===== src/rtl/apb_requester_arb.sv =====
// Two-port APB3 requester: round-robin arbitration between two local command ports,
// SETUP/ACCESS sequencing toward one completer, and a bounded wait-state timeout.
module apb_requester_arb #(
    parameter int unsigned ADDR_W  = 8,
    parameter int unsigned DATA_W  = 32,
    parameter int unsigned TIMEOUT = 16
) (
    input  logic              pclk,
    input  logic              preset,

    input  logic              req0_valid,
    output logic              req0_ready,
    input  logic              req0_write,
    input  logic [ADDR_W-1:0] req0_addr,
    input  logic [DATA_W-1:0] req0_wdata,
    output logic              rsp0_valid,
    output logic [DATA_W-1:0] rsp0_rdata,
    output logic              rsp0_err,

    input  logic              req1_valid,
    output logic              req1_ready,
    input  logic              req1_write,
    input  logic [ADDR_W-1:0] req1_addr,
    input  logic [DATA_W-1:0] req1_wdata,
    output logic              rsp1_valid,
    output logic [DATA_W-1:0] rsp1_rdata,
    output logic              rsp1_err,

    output logic [ADDR_W-1:0] paddr,
    output logic              psel,
    output logic              penable,
    output logic              pwrite,
    output logic [DATA_W-1:0] pwdata,
    input  logic [DATA_W-1:0] prdata,
    input  logic              pready,
    input  logic              pslverr
);

    localparam int unsigned CNT_W = $clog2(TIMEOUT);

    typedef enum logic [1:0] {
        S_IDLE   = 2'd0,
        S_SETUP  = 2'd1,
        S_ACCESS = 2'd2
    } state_e;

    state_e              state_q, state_d;
    logic                ptr_q, ptr_d;
    logic                gnt_q, gnt_d;
    logic [CNT_W-1:0]    cnt_q, cnt_d;
    logic                psel_q, psel_d;
    logic                penable_q, penable_d;
    logic [ADDR_W-1:0]   paddr_q, paddr_d;
    logic                pwrite_q, pwrite_d;
    logic [DATA_W-1:0]   pwdata_q, pwdata_d;
    logic                rsp0_valid_q, rsp0_valid_d;
    logic [DATA_W-1:0]   rsp0_rdata_q, rsp0_rdata_d;
    logic                rsp0_err_q, rsp0_err_d;
    logic                rsp1_valid_q, rsp1_valid_d;
    logic [DATA_W-1:0]   rsp1_rdata_q, rsp1_rdata_d;
    logic                rsp1_err_q, rsp1_err_d;

    logic                take_c;
    logic                grant_c;
    logic                done_c;
    logic [DATA_W-1:0]   done_rdata_c;
    logic                done_err_c;

    // Next-state, arbitration and response steering.
    always_comb begin
        state_d      = state_q;
        ptr_d        = ptr_q;
        gnt_d        = gnt_q;
        cnt_d        = cnt_q;
        psel_d       = psel_q;
        penable_d    = penable_q;
        paddr_d      = paddr_q;
        pwrite_d     = pwrite_q;
        pwdata_d     = pwdata_q;
        rsp0_valid_d = 1'b0;
        rsp0_rdata_d = rsp0_rdata_q;
        rsp0_err_d   = rsp0_err_q;
        rsp1_valid_d = 1'b0;
        rsp1_rdata_d = rsp1_rdata_q;
        rsp1_err_d   = rsp1_err_q;
        take_c       = 1'b0;
        grant_c      = 1'b0;
        done_c       = 1'b0;
        done_rdata_c = '0;
        done_err_c   = 1'b0;

        unique case (state_q)
            S_IDLE: begin
                if (req0_valid || req1_valid) begin
                    take_c    = 1'b1;
                    grant_c   = (req0_valid && req1_valid) ? ptr_q : req1_valid;
                    ptr_d     = ~grant_c;
                    gnt_d     = grant_c;
                    paddr_d   = grant_c ? req1_addr  : req0_addr;
                    pwrite_d  = grant_c ? req1_write : req0_write;
                    pwdata_d  = grant_c ? req1_wdata : req0_wdata;
                    psel_d    = 1'b1;
                    penable_d = 1'b0;
                    cnt_d     = '0;
                    state_d   = S_SETUP;
                end
            end
            S_SETUP: begin
                penable_d = 1'b1;
                state_d   = S_ACCESS;
            end
            S_ACCESS: begin
                if (pready) begin
                    done_c       = 1'b1;
                    done_rdata_c = pwrite_q ? '0 : prdata;
                    done_err_c   = pslverr;
                end else if (cnt_q == CNT_W'(TIMEOUT - 1)) begin
                    done_c     = 1'b1;
                    done_err_c = 1'b1;
                end else begin
                    cnt_d = cnt_q + CNT_W'(1);
                end
            end
            default: state_d = S_IDLE;
        endcase

        // Completion or abort: release the bus and pulse the owner's response.
        if (done_c) begin
            psel_d    = 1'b0;
            penable_d = 1'b0;
            state_d   = S_IDLE;
            if (gnt_q) begin
                rsp1_valid_d = 1'b1;
                rsp1_rdata_d = done_rdata_c;
                rsp1_err_d   = done_err_c;
            end else begin
                rsp0_valid_d = 1'b1;
                rsp0_rdata_d = done_rdata_c;
                rsp0_err_d   = done_err_c;
            end
        end
    end

    always_ff @(posedge pclk) begin
        if (preset) begin
            state_q      <= S_IDLE;
            ptr_q        <= 1'b0;
            gnt_q        <= 1'b0;
            cnt_q        <= '0;
            psel_q       <= 1'b0;
            penable_q    <= 1'b0;
            paddr_q      <= '0;
            pwrite_q     <= 1'b0;
            pwdata_q     <= '0;
            rsp0_valid_q <= 1'b0;
            rsp0_rdata_q <= '0;
            rsp0_err_q   <= 1'b0;
            rsp1_valid_q <= 1'b0;
            rsp1_rdata_q <= '0;
            rsp1_err_q   <= 1'b0;
        end else begin
            state_q      <= state_d;
            ptr_q        <= ptr_d;
            gnt_q        <= gnt_d;
            cnt_q        <= cnt_d;
            psel_q       <= psel_d;
            penable_q    <= penable_d;
            paddr_q      <= paddr_d;
            pwrite_q     <= pwrite_d;
            pwdata_q     <= pwdata_d;
            rsp0_valid_q <= rsp0_valid_d;
            rsp0_rdata_q <= rsp0_rdata_d;
            rsp0_err_q   <= rsp0_err_d;
            rsp1_valid_q <= rsp1_valid_d;
            rsp1_rdata_q <= rsp1_rdata_d;
            rsp1_err_q   <= rsp1_err_d;
        end
    end

    // Ready is a same-cycle grant; suppressed while reset is held.
    assign req0_ready = take_c && !grant_c && !preset;
    assign req1_ready = take_c &&  grant_c && !preset;

    assign psel       = psel_q;
    assign penable    = penable_q;
    assign paddr      = paddr_q;
    assign pwrite     = pwrite_q;
    assign pwdata     = pwdata_q;
    assign rsp0_valid = rsp0_valid_q;
    assign rsp0_rdata = rsp0_rdata_q;
    assign rsp0_err   = rsp0_err_q;
    assign rsp1_valid = rsp1_valid_q;
    assign rsp1_rdata = rsp1_rdata_q;
    assign rsp1_err   = rsp1_err_q;

endmodule


===== config.mk =====
export PLATFORM = sky130hd
export DESIGN_NAME = apb_requester_arb
export DESIGN_NICKNAME = d
export VERILOG_FILES = /design/src/rtl/apb_requester_arb.sv
export SDC_FILE = /design/constraint.sdc
export NUM_CORES = 1
export LEC_CHECK = 0
export BUFFER_PORTS_ARGS = -buffer_cell sky130_fd_sc_hd__buf_2
export CAP_MARGIN = 20
export CORE_MARGIN = 2
export CORE_UTILIZATION = 45
export DETAILED_ROUTE_END_ITERATION = 10
export PLACE_DENSITY = 0.83
export SLEW_MARGIN = 10
export SYNTH_ARGS = -nofsm -noshare
export SYNTH_HDL_FRONTEND = slang
export SYNTH_SLANG_ARGS = --single-unit

===== constraint.sdc =====
create_clock -name pclk -period 2.4 [get_ports pclk]
set_clock_uncertainty 0.2 [all_clocks]
set_input_delay 0.24 -clock pclk [delete_from_list [all_inputs] [get_ports pclk]]
set_output_delay 0.24 -clock pclk [all_outputs]
set_load 0.005 [all_outputs]

After elaboration in Yosys (flattened, before gate mapping) --
Index checks and enable logic that the tools add are counted. W data, S select, Z words.
Storage, ports and cells: register bits after elaboration 119, bits of input ports 120, logic and storage cells 71
Cells by class: add/sub/neg operators 1, equality and inequality tests 6, mux-type cells 26, bitwise gates (word level) 4, reduce and logical (&&, ||, !) cells 19
Operators by type and width (count):
- $mux W32 | 4
- $mux W1 | 14
- $mux W4 | 3
- $reduce_and A2 Y1 | 5
- $mux W8 | 1
- $pmux W4 S2 | 1
- $ne A2 B2 Y1 const B | 3
- $pmux W2 S3 | 1
- $logic_and A1 B1 Y1 | 5
- $add A4 B1 Y4 const B | 1
- $eq A4 B4 Y1 const B | 1
- $not A1 Y1 | 4
- $reduce_and A4 Y1 | 1
- $reduce_bool A2 Y1 | 2
- $reduce_or A2 Y1 | 2
- $eq A2 B1 Y1 const B | 1
- $eq A2 B2 Y1 const B | 1
- $logic_not A1 Y1 | 2
- $logic_not A2 Y1 | 1
- $mux W2 | 1
- $pmux W1 S2 | 1
- $logic_or A1 B1 Y1 | 1

Logic depth before layout (Yosys ltp) --
Gate-level depths: netlist of the first run.
depth after elaboration 7, mapped depth 7, depth with buffers taken out 4

Worst setup path after synthesis of the first run --
No wires, ideal clock.
path type reg-to-reg, start point reg cnt_q[0], end point reg rsp1_rdata_q[10] (netlist: rsp1_rdata[10]), arrival 1481 ps, slack 659 ps, stages on the path, launching flop included 6, path buffers 1, period minus slack after synthesis 1741 ps, path through dfxtp_1 ha_1 a31o_2 a31oi_1 buf_2 a32o_1
On the way: longest elaborated chain between the ends 5
RTL lines:
- from (decl) | RTL line 50 | logic [CNT_W-1:0] cnt_q, cnt_d;
- from (signal assigned) | RTL line 165 | cnt_q <= cnt_d;
- $eq A4 B4 Y1 | RTL line 117 | end else if (cnt_q == CNT_W'(TIMEOUT - 1)) begin
- $mux W1 | RTL line 117
- $mux W1 | RTL line 113 | if (pready) begin
- $mux W1 | RTL line 92 | unique case (state_q)
- $reduce_and A2 Y1 (no line)
- to (signal assigned) | RTL line 175 | rsp1_rdata_q <= rsp1_rdata_d;
- to (decl) | RTL line 60 | logic [DATA_W-1:0] rsp1_rdata_q, rsp1_rdata_d;
Every way passes these cells. A chain may end at the register's enable or synchronous reset.

Worst setup path after layout of the first run --
start point reg state_q[1], end point reg pwdata_q[31] (netlist: pwdata[31])
On the way: longest elaborated chain between the ends 2
RTL lines:
- from (decl) | RTL line 47 | state_e state_q, state_d;
- from (signal assigned) | RTL line 162 | state_q <= state_d;
- $logic_not A2 Y1 | RTL line 92
- $reduce_and A2 Y1 (no line)
- to (signal assigned) | RTL line 170 | pwdata_q <= pwdata_d;
- to (decl) | RTL line 55 | logic [DATA_W-1:0] pwdata_q, pwdata_d;
Every way passes these cells.

==> results of run 1 <==
[sequential cells by signal (all words and copies together) (netlist names)]
signal	cells
penable	1
rsp1_err	1
gnt_q	1
rsp0_valid	1
state_q	2
pwdata	32
rsp1_valid	1
rsp0_err	1
pwrite	1
paddr	8
rsp0_rdata	32
psel	1
ptr_q	1
rsp1_rdata	32
cnt_q	4
[power by group]
part | internal (mW) | leakage [nW] | total [mW] | switching [mW]
clock network | 1.81 | 0.300 | 2.75 | 0.946
registers | 2.08 | 0.969 | 2.16 | 0.0769
logic | 0.455 | 2.28 | 0.868 | 0.413
total | 4.34 | 3.55 | 5.78 | 1.44
[cell families (layout without fill, tap and decap cells)]
family                   after synthesis  in the layout  share of synthesized area, %
multiplexers                           1              1                         0.222
AO/OA/AOI/OAI                        143            143                          27.1
AND/OR/NAND/NOR                       93             93                          13.9
buffers and inverters                 51            397                          5.58
flip-flops                           119            119                          52.9
adder cells (fa/ha/maj)                1              1                         0.278
[how the worst max path moves through the flow]
stage	start	end	slack [ns]
6_report	state_q[1]	pwdata[31]	0.16
5_1_grt	state_q[1]	req1_ready	0.09
4_1_cts	state_q[0]	req0_ready	0.07
3_5_place_dp	state_q[1]	rsp0_rdata[8]	0.24
3_3_place_gp	state_q[1]	rsp0_rdata[11]	0.37
2_1_floorplan	cnt_q[0]	rsp1_rdata[10]	0.66
[per-layer routing]
layer  share of wire [%]  global-route usage, %
met4                 4.0                   17.1
met2                  54                   59.5
met5                   0                      0
met1                  35                   32.9
met3                 6.2                   8.02
[final cells by class]
cell class	count	area, µm²
Inverter	1	3.75
Tap cell	133	166
Clock buffer	19	422
Clock inverter	13	216
Multi-Input combinational cell	238	1890
Timing Repair Buffer	364	2450
Fill cell	618	2200
Sequential cell	119	2380
[timing repair]
| item | CTS | global route |
|---|---|---|
| hold buffers | 116 | 0 |
| hold endpoints to repair | 107 | 0 |
| setup endpoints to repair | 0 | 26 |
| resized for setup | 0 | 3 |
| buffers inserted | 0 | 0 |
[critical path, cell delays in order, from the launching register on]
cell	delay, ns
dfxtp_2	0.47
nor3b_4	0.08
and3b_1	0.18
buf_4	0.22
a221o_1	0.39
dlygate4sd3_1	0.58
[cells in the final DEF, fill, tap and decap left out, types with 5 or more instances in the layout]
cell type,synthesis,layout
dlygate4sd3_1,0,116
bufinv_16,0,5
a221o_1,23,23
buf_4,4,15
dfxtp_1,119,117
a31oi_1,23,22
and4b_1,24,24
o21ai_0,20,20
nand3_1,36,36
nand2_1,5,5
buf_2,18,232
a32o_1,64,64
clkbuf_16,0,16
==> out/qor.csv, run 1 <==
metric,value,unit
library cells used by synthesis,38,
top post-synthesis cells by count,"119 x dfxtp_1, 64 x a32o_1, 36 x nand3_1, 25 x clkbuf_1, 24 x and4b_1",
post-route cell area,7530,µm²
"Arr. time, crit path",2.44,ns
Ports,233,
Post-DP HPWL,9.20,mm
Area Overhead vs Synth,67.2,%
routed len/inst,19.6,µm
clk buf depth,2,
worst hold path depth,2,
Fin. Hold Viols,0,
placed instance area,5720,µm²
CTS tree,done,
drt total wl,17.4,mm
Core ar.,9730,µm²
grt ovf,0,
"Data required, critical path",2.60,ns
register area share after synthesis,52.9,%
Die X,104,µm
routed vias,5283,
Final min period,2.24,ns
CP Class,reg -> reg,
fmax,446,MHz
Final setup viols,0,
Port Buffers,232,
n_diodes,0,
worst hold slack,0.0417,ns
slew at the pin with the worst max-slew slack,0.648,ns
post-layout util,77.4,%
CTS buffer count,17,
H-tree depth,4,
GPL Wtd Cong,0.817,
R2R depth,5,
Pins Over Slew Limit,0,
Relative slew margins,56.8,%
post-route setup slack,0.156,ns
Post-synth EDFFs,0,
Mapped Avg Cell Area,11.0,µm²
top post-synthesis cells by area,"dfxtp_1 53%, a32o_1 14%, and4b_1 5.3%",
die height,104,µm
Final period util,93.5,%
vias in the first global route,5525,
routed vias/inst,5.96,
HP Class,in -> reg,
GRT Util Overall,32.1,%
initial antenna violation count,0,
Synth Register Bits,119,
Post-Syn Nets,529,
Mapped Cells,408,
# DRC,0,
Final ANT Viol Nets,0,
Sink Count,119,
YS warnings,0,
pre-CTS WS,0.241,ns
Tot Pwr,5.78,mW
root buffer cell,clkbuf_8,
DRT Pass-1 Iters,5,
Worst-path clk slew,0.06,ns
first-pass GRT wire length,28.0,mm
pwr/cell area,768,nW/µm²
Max-Cap Viols,0,
top cell type's share of synthesized area,52.9,%
First DRT Iteration DRCs,375,
CP Max Fanout,25,
reg2reg end,pwdata[31],
Starting Density,46.3,%
most numerous cell in the Yosys netlist,dfxtp_1,
status,"complete, no violations",
Worst Setup End Kind,register,
synthesized area,4500,µm²
ys async rst share,0,%
VDD IR max,0.373,mV
Leak Pwr,3.55,nW
Setup TNS,0,ns
share of post-route cells with drive strength above 1,38.3,%
hold path start,preset,
Hold Path End,cnt_q[3],
R2R setup slack,0.16,ns
cell accounting for the most synthesized area,dfxtp_1,
R2R Path Start,state_q[1],
insertion delay of the later-clocked pin in the worst-skew pair,0.52,ns
Die ar.,10800,µm²
pin count of the biggest net entering global routing,65,
final net count,862,
RSZ-0062 raised after global routing,false,
"Top FF cell, synth",dfxtp_1,
"non-filler cells, final",887,
Inst Count DP,739,
Startpoint Class,register,
# rows,36,
Power figures use the tool's default switching activity.
==> inputs of run 2 (changes only) <==
Settings changed: CAP_MARGIN 20 to unset, CORE_MARGIN 2 to unset.
==> run 2 against run 1 <==
Wire length decreased by 8.4%. Via count fell by 3.6%. First-iteration DRC count is 26% lower. Fmax shrank 3.1%. Global-route usage decreased by 2.2 points. Clock power is 14% lower. Worst hold slack better by 0.0033 ns. Count of clock-buffer cells in the layout is 2 lower. Register-to-register slack worse by 0.03 ns. Worst setup slack worse by 0.072 ns. Largest cell class unchanged.
==> out/qor.csv, run 2 (same netlist as run 1, synthesis figures left out) <==
metric,value,unit
Ports,233,
register area,2380,µm²
CP Max Fanout,25,
die height,102,µm
crit-path leading delay family,buffers and inverters,
placed instance area,5750,µm²
pre-CTS WS,0.466,ns
"Data required, critical path",1.96,ns
Combinational Power Share,16.1,%
GPL Wtd Cong,0.759,
post-layout util,76.9,%
filler cell count,629,
CP most frequent cell,buf_4,
Final setup viols,0,
# DRC,0,
CP Cell Sequence,buf_4 > nor3b_4 > and3b_1 > buf_4 > buf_2,
routed vias/inst,5.73,
H-tree depth,4,
pin count of the biggest net entering global routing,65,
Clk pwr share,43.9,%
# rows,36,
pwr/cell area,720,nW/µm²
fmax,432,MHz
status,"complete, no violations",
routed len/inst,17.9,µm
area occupied by multi-input gates,1890,µm²
grt ovf,0,
Worst Setup End Kind,output pin,
CTS buffer count,17,
"Arr. time, crit path",1.88,ns
Die X,102,µm
net switching fraction of the power,26.9,%
Worst-path clk slew,0.06,ns
RSZ-0062 raised after global routing,false,
Final ANT Viol Nets,0,
Sink Count,119,
CTS tree,done,
Seq pwr share,40.0,%
Fin. Hold Viols,0,
GRT Util Overall,29.9,%
insertion delay of the later-clocked pin in the worst-skew pair,0.51,ns
Area Overhead vs Synth,66.2,%
Crit path largest cell delay,0.31,ns
Starting Density,46.3,%
HP Class,in -> reg,
Final min period,2.32,ns
post-CTS setup buffer count,0,
share of post-route cells with drive strength above 1,38.5,%
Final period util,96.5,%
root buffer cell,clkbuf_8,
post-route cell area,7480,µm²
post-route setup slack,0.0841,ns
Crit path buffers/inverters,3,
vias in the first global route,5002,
Pins Over Slew Limit,0,
NetSw,1.45,mW
first-pass GRT wire length,24.0,mm
routed vias,5092,
CP max stage cell,dfxtp_1,
"commonest non-fill, non-tap cell in the layout",buf_2,
n_diodes,0,
final net count,863,
Max-Cap Viols,0,
First DRT Iteration DRCs,278,
Internal,3.94,mW
Core ar.,9730,µm²
Startpoint Class,register,
Port Buffers,232,
CP Class,reg -> out,
slew at the pin with the worst max-slew slack,0.482,ns
"non-filler cells, final",888,
VDD IR max,0.407,mV
drt total wl,15.9,mm
initial antenna violation count,0,
most frequent cells in the layout,"232 x buf_2, 118 x dfxtp_1, 117 x dlygate4sd3_1",
Post-DP HPWL,8.88,mm
Setup TNS,0,ns
Leak Pwr,3.53,nW
Relative slew margins,67.7,%
clk buf depth,2,
Inst Count DP,739,
DRT Pass-1 Iters,5,
Die ar.,10400,µm²
==> run 2: cell type report <==
type / count / area share, %
clock buffer: 17 / 5.53
clock inverter: 15 / 1.92
inverter: 1 / 0.0502
multi-input combinational: 238 / 25.3
sequential: 119 / 31.9
tap: 133 / 2.22
timing repair buffer: 365 / 33.2
==> run 2: worst paths after layout <==
| kind | startpoint | to | slack, ns | depth (start not counted) |
|---|---|---|---|---|
| worst max register to register | state_q[1] | pwdata[14] | 0.13 | 6 |
| worst max-delay path | state_q[1] | req1_ready | 0.08 | 5 |
| worst min-delay path | preset | rsp0_valid | 0.04 | 2 |
| worst min register to register | rsp1_rdata[28] | rsp1_rdata[28] | 0.26 | 1 |
==> run 2: through the flow <==
| step | power (mW) | hold slack [ns] |
|---|---|---|
| finish | 5.39 | 0.0450 |
| global route | 5.60 | 0.0613 |
| CTS | 5.38 | 0.0252 |
| detailed placement | 2.82 | 0.249 |
| global placement | 2.80 | 0.243 |
| floorplan | 2.52 | 0.179 |
==> run 2: repair_timing <==
item                       4_1_cts  5_1_grt
hold buffers                   117        0
setup endpoints to repair        0       39
hold endpoints to repair       107        0
gates resized for setup          0        3
==> run 2: per-layer routing <==
metal	vias up	global-route usage [%]	part of all wire (%)
li1	2322	-	-
met1	2468	31.3	36
met2	244	55.5	54
met3	58	6.77	5.8
met4	0	15.6	4.1
met5	-	0	0
==> run 2: power by group through the flow <==
stage | Clock [mW] | Sequential (mW) | Combinational, mW
global placement | 0 | 2.18 | 0.614
global route | 2.50 | 2.16 | 0.933
detailed placement | 0 | 2.19 | 0.634
finish | 2.37 | 2.15 | 0.869
CTS | 2.39 | 2.15 | 0.833
floorplan | 0 | 2.18 | 0.337
==> inputs of run 3 (changes only) <==
Settings changed: PLACE_DENSITY 0.83 to 0.8.
==> run 3 against run 2 <==
First-iteration DRC count shrank 2.5%. Via count grew 2.0%. Clock power is essentially flat. Worst hold slack gained 0.040 ns. Highest routed layer unchanged. Combinational power shrank 5.1%. Critical path type is now reg -> reg. Non-clock buffer count grew 2. Sequential cell count is the same.
==> out/qor.csv, run 3 (same netlist as run 1, synthesis figures left out) <==
metric,value,unit
Startpoint Class,register,
root buffer cell,clkbuf_8,
"Data required, critical path",2.58,ns
HP Class,in -> reg,
Starting Density,46.3,%
Die X,102,µm
die height,102,µm
initial antenna violation count,0,
Core ar.,9730,µm²
Final min period,2.27,ns
# DRC,0,
Setup TNS,0,ns
routed len/inst,18.5,µm
pin count of the biggest net entering global routing,65,
CTS buffer count,17,
final net count,865,
Crit path buffers/inverters,2,
fmax,441,MHz
Tot Pwr,5.32,mW
share of post-route cells with drive strength above 1,38.6,%
CP Max Fanout,24,
Post-DP HPWL,9.01,mm
Final period util,94.5,%
worst hold slack,0.0850,ns
"Arr. time, crit path",2.45,ns
n_diodes,0,
Area Overhead vs Synth,66.2,%
GPL Wtd Cong,0.797,
Fin. Hold Viols,0,
CP max stage cell,dlygate4sd3_1,
CP Class,reg -> reg,
most frequent cells in the layout,"232 x buf_2, 118 x dlygate4sd3_1, 117 x dfxtp_1",
CP Cell Sequence,nor3b_4 > and3b_1 > buf_4 > a221o_1 > dlygate4sd3_1,
drt total wl,16.5,mm
Worst Setup End Kind,register,
Crit path largest cell delay,0.58,ns
First DRT Iteration DRCs,271,
Pins Over Slew Limit,0,
GRT Util Overall,30.5,%
routed vias,5192,
first-pass GRT wire length,24.4,mm
vias in the first global route,5139,
DRT Pass-1 Iters,5,
CTS tree,done,
Ports,233,
routed vias/inst,5.83,
grt ovf,0,
Die ar.,10400,µm²
Sink Count,119,
Max-Cap Viols,0,
Final setup viols,0,
insertion delay of the later-clocked pin in the worst-skew pair,0.50,ns
RSZ-0062 raised after global routing,false,
H-tree depth,4,
clk buf depth,2,
pwr/cell area,711,nW/µm²
post-CTS setup buffer count,0,
# rows,36,
crit-path leading delay family,buffers and inverters,
Leak Pwr,3.49,nW
Worst-path clk slew,0.06,ns
status,"complete, no violations",
Final ANT Viol Nets,0,
VDD IR max,0.416,mV
Port Buffers,232,
Relative slew margins,64.3,%
"commonest non-fill, non-tap cell in the layout",buf_2,
slew at the pin with the worst max-slew slack,0.534,ns
post-layout util,76.9,%
run 3: cell count changes in the layout (fill, tap and decap cells not counted), sizes merged:
cell         before  now
dlygate4sd3     117  118
inv               7    4
buf             248  249
clkinv            5    9
clkbuf           17   18
clkinvlp          3    1
run 3: metrics by stage:
step / std cells / cell area (µm²) / setup slack, ns
after floorplan: 408 / 4500 / 0.659
after global placement: 740 / 5740 / 0.504
after detailed placement: 740 / 5740 / 0.450
after CTS: 890 / 7480 / 0.0389
after global routing: 890 / 7480 / 0.0374
final: 890 / 7480 / 0.133
run 3: power by group:
group,internal [mW],switching [mW]
clock,1.41,0.928
combinational,0.428,0.397
sequential,2.08,0.0764
total,3.92,1.40
run 3: final timing paths:
kind / start / end / slack, ns / cells past startpoint
worst max-delay path: state_q[0] / pwdata[14] / 0.13 / 5
worst min-delay path: req0_valid / gnt_q / 0.09 / 4
worst max register to register: state_q[0] / pwdata[14] / 0.13 / 5
worst min register to register: rsp0_rdata[9] / rsp0_rdata[9] / 0.26 / 1
run 3: worst min-delay path, stage by stage:
cell	delay, ns
buf_2	0.13
nand2b_1	0.10
and3b_1	0.20
a21o_1	0.09
run 3: what timing repair did:
action / in CTS / in global routing
endpoints found under the hold margin: 108 / 0
setup endpoints to repair: 0 / 15
resized for setup: 0 / 2
hold buffers: 118 / 0
run 3: final cells by class:
cell class | instances | area (µm²)
clock buffer | 18 | 428
inverter | 1 | 3.75
multi-input combinational | 238 | 1890
fill | 631 | 2250
timing repair buffer | 367 | 2480
tap | 133 | 166
sequential | 119 | 2380
clock inverter | 14 | 126
run 3: metal layers:
| metal | vias to the layer above | GRT usage, % | share of wire (%) |
|---|---|---|---|
| met1 | 2491 | 31.7 | 37 |
| met2 | 290 | 56.0 | 51 |
| met4 | 0 | 15.9 | 4.2 |
| met5 | - | 0 | 0 |
| li1 | 2343 | - | - |
| met3 | 68 | 8.14 | 7.0 |
